<file path="src/rtl/piso_serializer_if.sv">
// Parallel-word handshake and serial output bundle for the PISO serializer.
// The slave modport is the serializer side; the master modport drives words in.
interface piso_serializer_if #(
  parameter int WIDTH = 4
);
  logic [WIDTH-1:0] par_data_i;
  logic             par_valid_i;
  logic             par_ready_o;
  logic             dir_i;
  logic             data_o;
  logic             data_valid_o;
  logic             busy_o;
  logic             word_done_o;

  modport slave (
    input  par_data_i, par_valid_i, dir_i,
    output par_ready_o, data_o, data_valid_o, busy_o, word_done_o
  );

  modport master (
    output par_data_i, par_valid_i, dir_i,
    input  par_ready_o, data_o, data_valid_o, busy_o, word_done_o
  );
endinterface

</file>
<file path="src/rtl/piso_serializer.sv">
// Parallel-in serial-out serializer: accepts a WIDTH-bit word over valid/ready
// and emits it one bit per clock, MSB- or LSB-first as chosen at accept time.
module piso_serializer #(
  parameter int WIDTH = 4
) (
  input  logic                 clk_i,
  input  logic                 rst_i,
  piso_serializer_if.slave     bus
);
  localparam int CNT_W = (WIDTH > 1) ? $clog2(WIDTH) : 1;
  localparam logic [CNT_W-1:0] LAST_CNT = CNT_W'(WIDTH - 1);

  typedef enum logic {
    IDLE  = 1'b0,
    SHIFT = 1'b1
  } state_t;

  state_t           state_q, state_d;
  logic [WIDTH-1:0] shreg_q, shreg_d;
  logic [CNT_W-1:0] cnt_q, cnt_d;
  logic             dir_q, dir_d;

  logic last;
  logic ready;
  logic accept;

  assign last   = (state_q == SHIFT) && (cnt_q == LAST_CNT);
  // Ready opens on the last bit as well so back-to-back words leave no bubble.
  assign ready  = !rst_i && ((state_q == IDLE) || last);
  assign accept = bus.par_valid_i && ready;

  always_comb begin
    state_d = state_q;
    shreg_d = shreg_q;
    cnt_d   = cnt_q;
    dir_d   = dir_q;
    case (state_q)
      IDLE: begin
        if (accept) begin
          state_d = SHIFT;
          shreg_d = bus.par_data_i;
          dir_d   = bus.dir_i;
          cnt_d   = '0;
        end
      end
      SHIFT: begin
        shreg_d = dir_q ? (shreg_q >> 1) : (shreg_q << 1);
        cnt_d   = cnt_q + 1'b1;
        if (last) begin
          if (accept) begin
            shreg_d = bus.par_data_i;
            dir_d   = bus.dir_i;
            cnt_d   = '0;
          end else begin
            state_d = IDLE;
            cnt_d   = '0;
          end
        end
      end
      default: state_d = IDLE;
    endcase
  end

  always_ff @(posedge clk_i) begin
    if (rst_i) begin
      state_q <= IDLE;
      shreg_q <= '0;
      cnt_q   <= '0;
      dir_q   <= 1'b0;
    end else begin
      state_q <= state_d;
      shreg_q <= shreg_d;
      cnt_q   <= cnt_d;
      dir_q   <= dir_d;
    end
  end

  assign bus.par_ready_o  = ready;
  assign bus.data_o       = (state_q == SHIFT) && (dir_q ? shreg_q[0] : shreg_q[WIDTH-1]);
  assign bus.data_valid_o = (state_q == SHIFT);
  assign bus.busy_o       = (state_q == SHIFT);
  assign bus.word_done_o  = last;
endmodule
</file>
<file path="src/flat_wrapper.sv">
// flat-port wrapper written by rule: the top's interface ports become plain ports
module piso_serializer_flat 
#(
  parameter int WIDTH = 4
)
  (clk_i, rst_i, bus_par_data_i, bus_par_valid_i, bus_dir_i, bus_par_ready_o, bus_data_o, bus_data_valid_o, bus_busy_o, bus_word_done_o);
  piso_serializer_if #(.WIDTH(WIDTH)) bus_i ();
  input  logic clk_i;
  input  logic rst_i;
  input wire logic [$bits(bus_i.par_data_i)-1:0] bus_par_data_i;
  input wire logic [$bits(bus_i.par_valid_i)-1:0] bus_par_valid_i;
  input wire logic [$bits(bus_i.dir_i)-1:0] bus_dir_i;
  output wire logic [$bits(bus_i.par_ready_o)-1:0] bus_par_ready_o;
  output wire logic [$bits(bus_i.data_o)-1:0] bus_data_o;
  output wire logic [$bits(bus_i.data_valid_o)-1:0] bus_data_valid_o;
  output wire logic [$bits(bus_i.busy_o)-1:0] bus_busy_o;
  output wire logic [$bits(bus_i.word_done_o)-1:0] bus_word_done_o;
  assign bus_i.par_data_i = bus_par_data_i;
  assign bus_i.par_valid_i = bus_par_valid_i;
  assign bus_i.dir_i = bus_dir_i;
  assign bus_par_ready_o = bus_i.par_ready_o;
  assign bus_data_o = bus_i.data_o;
  assign bus_data_valid_o = bus_i.data_valid_o;
  assign bus_busy_o = bus_i.busy_o;
  assign bus_word_done_o = bus_i.word_done_o;
  piso_serializer #(.WIDTH(WIDTH)) u_core (.clk_i(clk_i), .rst_i(rst_i), .bus(bus_i));
endmodule
</file>
<file path="config.mk">
export PLATFORM = sky130hd
export DESIGN_NAME = piso_serializer_flat
export DESIGN_NICKNAME = d
export VERILOG_FILES = /design/src/rtl/piso_serializer_if.sv /design/src/rtl/piso_serializer.sv /design/src/flat_wrapper.sv
export SDC_FILE = /design/constraint.sdc
export NUM_CORES = 1
export LEC_CHECK = 0
export ABC_AREA = 1
export CAP_MARGIN = 20
export CORE_AREA = 2 2 39 41
export CTS_BUF_LIST = sky130_fd_sc_hd__clkbuf_4 sky130_fd_sc_hd__clkbuf_8 sky130_fd_sc_hd__clkbuf_16
export DETAILED_ROUTE_END_ITERATION = 8
export DIE_AREA = 0 0 41 43
export PLACE_DENSITY_LB_ADDON = 0.25
export SETUP_SLACK_MARGIN = 0.3
export SYNTH_ARGS = -nofsm -noshare
export SYNTH_HDL_FRONTEND = slang
export SYNTH_SLANG_ARGS = --single-unit
</file>
<file path="constraint.sdc">
create_clock -name clk_i -period 1.6 [get_ports clk_i]
set_clock_uncertainty 0.1 [all_clocks]
set_input_delay 0.24 -clock clk_i [delete_from_list [all_inputs] [get_ports clk_i]]
set_output_delay 0.24 -clock clk_i [all_outputs]
set_load 0.02 [all_outputs]
</file>
==> metrics.csv, run 1 <==
metric,value,unit
outcome,"finished, final reports clean",
path_max_fanout,2,
pin_count,13,
final_cell_area,810,sq um
ctsHoldBuffers,0,
cts_tree,done,
p_leak,0.405,nW
grtUsageTotal,0.179,
synth_cells,77,
tns,0,ps
critPathKind,reg2out,
layout-drive-gt1-share,0.413,
grt_max_degree,12,
postSynthAreaPerCell,6.42,sq um
clk_pin_slew,60,ps
drtIter0Drc,14,
cp.arrival,1090,ps
maxSlewHeadroom,0.844,
drc,0,
drtAntennaViolNets,0,
nets,115,
period_share,0.897,
power_density,708,mW/mm^2
cpPeakStageDelay,350,ps
post-place-ws,-152,ps
initial_core_util,0.357,
row_count,14,
finalSetupViolCount,0,
ys_seq_area_frac,0.324,
netlist_area,494,sq um
drv_slew,0,
hold_path.class,in2reg,
final_cell_mix,"nand2_1 (20), buf_4 (15), inv_1 (10)",
crit_chain,"ha_4, inv_2, nand2_4, inv_4, nor2_4, buf_6",
htreeDepth,1,
layout_commonest_cell,nand2_1,
cap_violations,0,
gp_congestion,0.814,
die-width,41,um
overflow,0,
startpoint_type,flop,
grt_pass1_vias,513,
ys_warn_count,0,
clock_sinks,8,
setup_slack,166,ps
drt-total-wl,1380,um
max_slew.worst_pin.slew,233,ps
antennaDiodeCount,0,
io_buffers,12,
max_freq,697,MHz
core_area,0.00138,sq mm
synth_cell_type_count,16,
min_period,1430,ps
antenna_found_initial,0,
whs_path_depth,3,
route.vias.total,584,
placed_cell_area,688,sq um
critPathCaptureType,primary output,
vias_per_cell,4.87,
ys_ff_latch,8,
wire_per_inst,11.5,um
die-area,0.00176,sq mm
ir_worst_vdd,0.513,mV
syn_nets,86,
fin_cells,120,
area_growth,63.8,%
root_buffer,clkbuf_4,
cp_slowest_cell,dfxtp_2,
die_h,43,um
hold_violations,0,
cts_buffers,3,
rr_worst_depth,8,
grt_pass1_wl,2160,um
rsz0062_at_grt,true,
fin_util,0.585,
clk_latency,250,ps
place_inst,112,
detailed_place_hpwl,866,um
clockBufferDepth,2,
firstDrtPassIters,5,
cp.required,1260,ps
==> logic make-up after synthesis <==
group,after synthesis,synth area share
compound gates,6,0.0607
fa+ha+maj,1,0.0253
buf+inv,18,0.180
flops,8,0.324
simple gates,44,0.410
==> registers in the layout, summed over array words and instances, names as in the netlist <==
name               cells
u_core.bus.busy_o      1
u_core.shreg_q         4
u_core.dir_q           1
u_core.cnt_q           2
==> worst max-delay path, delay by kind of cell (launching register included) <==
kind | cells | cell delay (ps)
buf+inv | 3 | 200
flops | 1 | 350
simple gates | 2 | 150
fa+ha+maj | 1 | 140
==> where the power goes <==
part	total (W)	internal [W]	switching, W
logic	0.000180	0.0000878	0.0000920
registers	0.000231	0.000216	0.0000150
clock network	0.000163	0.0000864	0.0000765
total	0.000574	0.000390	0.000183
==> per-stage QoR <==
step           power [W]  hold WS, ps
2_1_floorplan   0.000319          205
3_3_place_gp    0.000383          372
3_5_place_dp    0.000384          393
4_1_cts         0.000560          444
5_1_grt         0.000605          301
6_report        0.000574          290
==> path summary, 6_finish.rpt <==
path,start,to,slack [ps]
min reg2reg,u_core.cnt_q[0],u_core.cnt_q[0],460
min,rst_i,u_core.cnt_q[1],290
max reg2reg,u_core.cnt_q[1],u_core.cnt_q[0],280
max,u_core.cnt_q[1],bus_par_ready_o,170
==> Yosys cell counts <==
master | n | area share
nand2_1 | 21 | 0.16
inv_1 | 14 | 0.11
nand3_1 | 9 | 0.091
dfxtp_1 | 8 | 0.32
nor2_1 | 7 | 0.053
nand4_1 | 4 | 0.051
a21oi_1 | 3 | 0.030
o21ai_0 | 3 | 0.030
buf_4 | 1 | 0.015
buf_6 | 1 | 0.023
clkbuf_1 | 1 | 0.0076
clkbuf_8 | 1 | 0.028
ha_1 | 1 | 0.025
nand2_2 | 1 | 0.013
nand2_4 | 1 | 0.023
nand3_2 | 1 | 0.020
==> routing by layer <==
layer,track usage,part of all wire,vias up
li1,-,-,297
met1,0.218,0.41,266
met2,0.300,0.54,19
met3,0.0471,0.049,2
met4,0.0400,0.0058,0
met5,0,0,-
==> timing repair <==
item                       in CTS  in global routing
pin swaps                       2                  1
cloned                          0                  1
gates resized for setup        39                  9
setup endpoints to repair      12                  9
setup buffers                   3                  1
==> final cells by class <==
type	count	area, sq um
Tap cell	16	20.0
Inverter	14	55.1
Clock buffer	3	22.5
Timing Repair Buffer	27	229
Fill cell	125	574
Multi-Input combinational cell	52	313
Sequential cell	8	170
No activity file was read; power rests on OpenSTA's default activity.
==> run 2, diff against run 1 <==
Settings changed: CORE_AREA 2 2 39 41 to not set, CORE_MARGIN set to 2, CORE_UTILIZATION set to 28, DIE_AREA 0 0 41 43 to not set.
==> run 2 against run 1 <==
Combinational power down 11%; sequential power hardly changed; first-iteration DRC count fell by 43%; routed wire length decreased by 12%; cell count down 2.5%; critical path type unchanged; highest routed layer unchanged; largest power group unchanged; global-route usage shrank 5.4 points; critical path depth did not move; die area increased by 20%; maximum frequency is 1.9% higher; design area is 7.3% lower; clock-buffer cell count unchanged; via count is 4.8% lower; largest cell class unchanged.
==> metrics.csv, run 2 (synthesis gave the netlist of run 1 again) <==
metric,value,unit,change
cap_violations,0,,unchanged
nFillCells,178,,+42%
p_int,0.000380,W,-2.7%
route.vias.total,556,,-4.8%
cpPeakStageDelay,330,ps,-20 ps
io_buffers,12,,unchanged
regArea,166,sq um,-2.2%
area_growth,51.9,%,
path_depth,6,,unchanged
setup_slack,193,ps,+27.1 ps
drv_slew,0,,unchanged
drt-total-wl,1220,um,-12%
finalSetupViolCount,0,,unchanged
cts_tree,done,,
grtUsageTotal,0.125,,-0.0543
htreeDepth,1,,unchanged
drc,0,,unchanged
core_area,0.00169,sq mm,+22%
max_slew.worst_pin.slew,207,ps,-25.8 ps
worst_r2r_endpoint,u_core.shreg_q[3],,
cp_slowest_cell,dfxtp_2,,
comb_power_share,0.292,,-0.022
fin_total_pwr,0.000547,W,-4.5%
row_count,15,,+1
antenna_found_initial,0,,unchanged
maxSlewHeadroom,0.860,,+0.0162
pin_count,13,,unchanged
period_share,0.880,,-0.0169
gp_congestion,0.769,,-5.5%
ctsHoldBuffers,0,,unchanged
min-delay-start,u_core.cnt_q[1],,
hold_ws,404,ps,+114 ps
whs_path_depth,2,,-1
critPathCaptureType,primary output,,
clock_sinks,8,,unchanged
place_inst,110,,-1.8%
p_sw,0.000168,W,-8.4%
clk_pin_slew,60,ps,about the same
min_to,u_core.cnt_q[1],,
firstDrtPassIters,4,,-1
grt_pass1_wl,1840,um,-15%
tns,0,ps,unchanged
drtAntennaViolNets,0,,unchanged
cp.arrival,1070,ps,-20 ps
seq_power_share,0.422,,+0.019
max_freq,711,MHz,+1.9%
initial_core_util,0.293,,-0.0646
root_buffer,clkbuf_4,,
ff2ff_setup_slack,350,ps,+70 ps
ir_worst_vdd,0.391,mV,-24%
critPathKind,reg2out,,
p_sw_frac,0.307,,-0.0130
clockBufferDepth,2,,unchanged
grt_max_degree,12,,unchanged
cts_buffers,3,,unchanged
p_leak,0.373,nW,-7.8%
layout_commonest_cell,nand2_1,,
die-width,46.0,um,+12%
power_density,729,mW/mm^2,+2.9%
rsz0062_at_grt,true,,
path_delay_family,flip-flops,,
startpoint_type,flop,,
clockPowerShare,0.286,,+0.002
layout-drive-gt1-share,0.320,,-0.0935
outcome,"finished, final reports clean",,
cp.required,1260,ps,about the same
wire_per_inst,10.4,um,-9.2%
multi_input_area,287,sq um,-8.4%
detailed_place_hpwl,882,um,+1.9%
die-area,0.00212,sq mm,+20%
largest_register_ffs,4,,unchanged
antennaDiodeCount,0,,unchanged
grt_pass1_vias,439,,-14%
min_period,1410,ps,-27.1 ps
final_cell_mix,"nand2_1 (21), inv_1 (11), buf_4 (11)",,
vias_per_cell,4.75,,-2.4%
die_h,46.0,um,+7.0%
path_max_fanout,4,,+2
top_register,u_core.shreg_q,,
top_regs,"u_core.shreg_q: 4 flops, u_core.cnt_q: 2 flops",,
hold_path.class,reg2reg,,
fin_cells,117,,-2.5%
worst-path-buf-inv,3,,unchanged
rr_worst_depth,9,,+1
clk_latency,250,ps,about the same
overflow,0,,unchanged
drtIter0Drc,8,,-6
nets,111,,-3.5%
crit_chain,"ha_4, inv_2, nand2_4, inv_4, nor2_4, buf_6",,
post-place-ws,-154,ps,-1.43 ps
hold_violations,0,,unchanged
rr_startpoint,u_core.cnt_q[1],,
==> run 2: worst min-delay path: stages, from the launching register on <==
cell     delay [ps]
dfxtp_2         330
nand3_1          80
a21oi_1          60
==> run 2: worst max path at each step <==
stage / startpoint / endpoint / slack, ps
2_1_floorplan: u_core.cnt_q[0] / bus_par_ready_o / 360
6_report: u_core.cnt_q[1] / bus_par_ready_o / 190
3_5_place_dp: rst_i / bus_par_ready_o / -150
3_3_place_gp: rst_i / bus_par_ready_o / -170
4_1_cts: u_core.cnt_q[1] / bus_par_ready_o / 180
5_1_grt: u_core.cnt_q[0] / bus_par_ready_o / 120
==> run 2: routing by layer <==
| metal | wire [um] | track usage |
|---|---|---|
| met5 | 0 | 0 |
| met4 | 19 | 0.0686 |
| met3 | 51 | 0.0357 |
| met2 | 594 | 0.189 |
| met1 | 556 | 0.158 |
==> run 2: area by class of cell <==
type | instances | share of cell area
multi-input combinational | 52 | 0.382
tap | 17 | 0.0283
timing repair buffer | 23 | 0.262
clock buffer | 3 | 0.0300
sequential | 8 | 0.222
inverter | 14 | 0.0767
==> run 2: timing repair <==
item                       CTS  global route
cloned                       0             2
gates resized for setup     34             4
buffers inserted             0             2
setup endpoints to repair   12            10
==> run 2: power by group through the flow <==
stage	combinational, W	sequential, W	clock (W)
after floorplan	0.0000855	0.000233	0
after global placement	0.000145	0.000233	0
after detailed placement	0.000145	0.000234	0
after CTS	0.000152	0.000231	0.000164
after global routing	0.000177	0.000232	0.000176
final	0.000160	0.000231	0.000156
==> run 2: per-stage QoR <==
| step | area [sq um] | utilization |
|---|---|---|
| after floorplan | 502 | - |
| after CTS | 719 | 0.426 |
| after global placement | 667 | 0.395 |
| after detailed placement | 667 | 0.395 |
| final | 751 | 0.444 |
| after global routing | 751 | 0.444 |
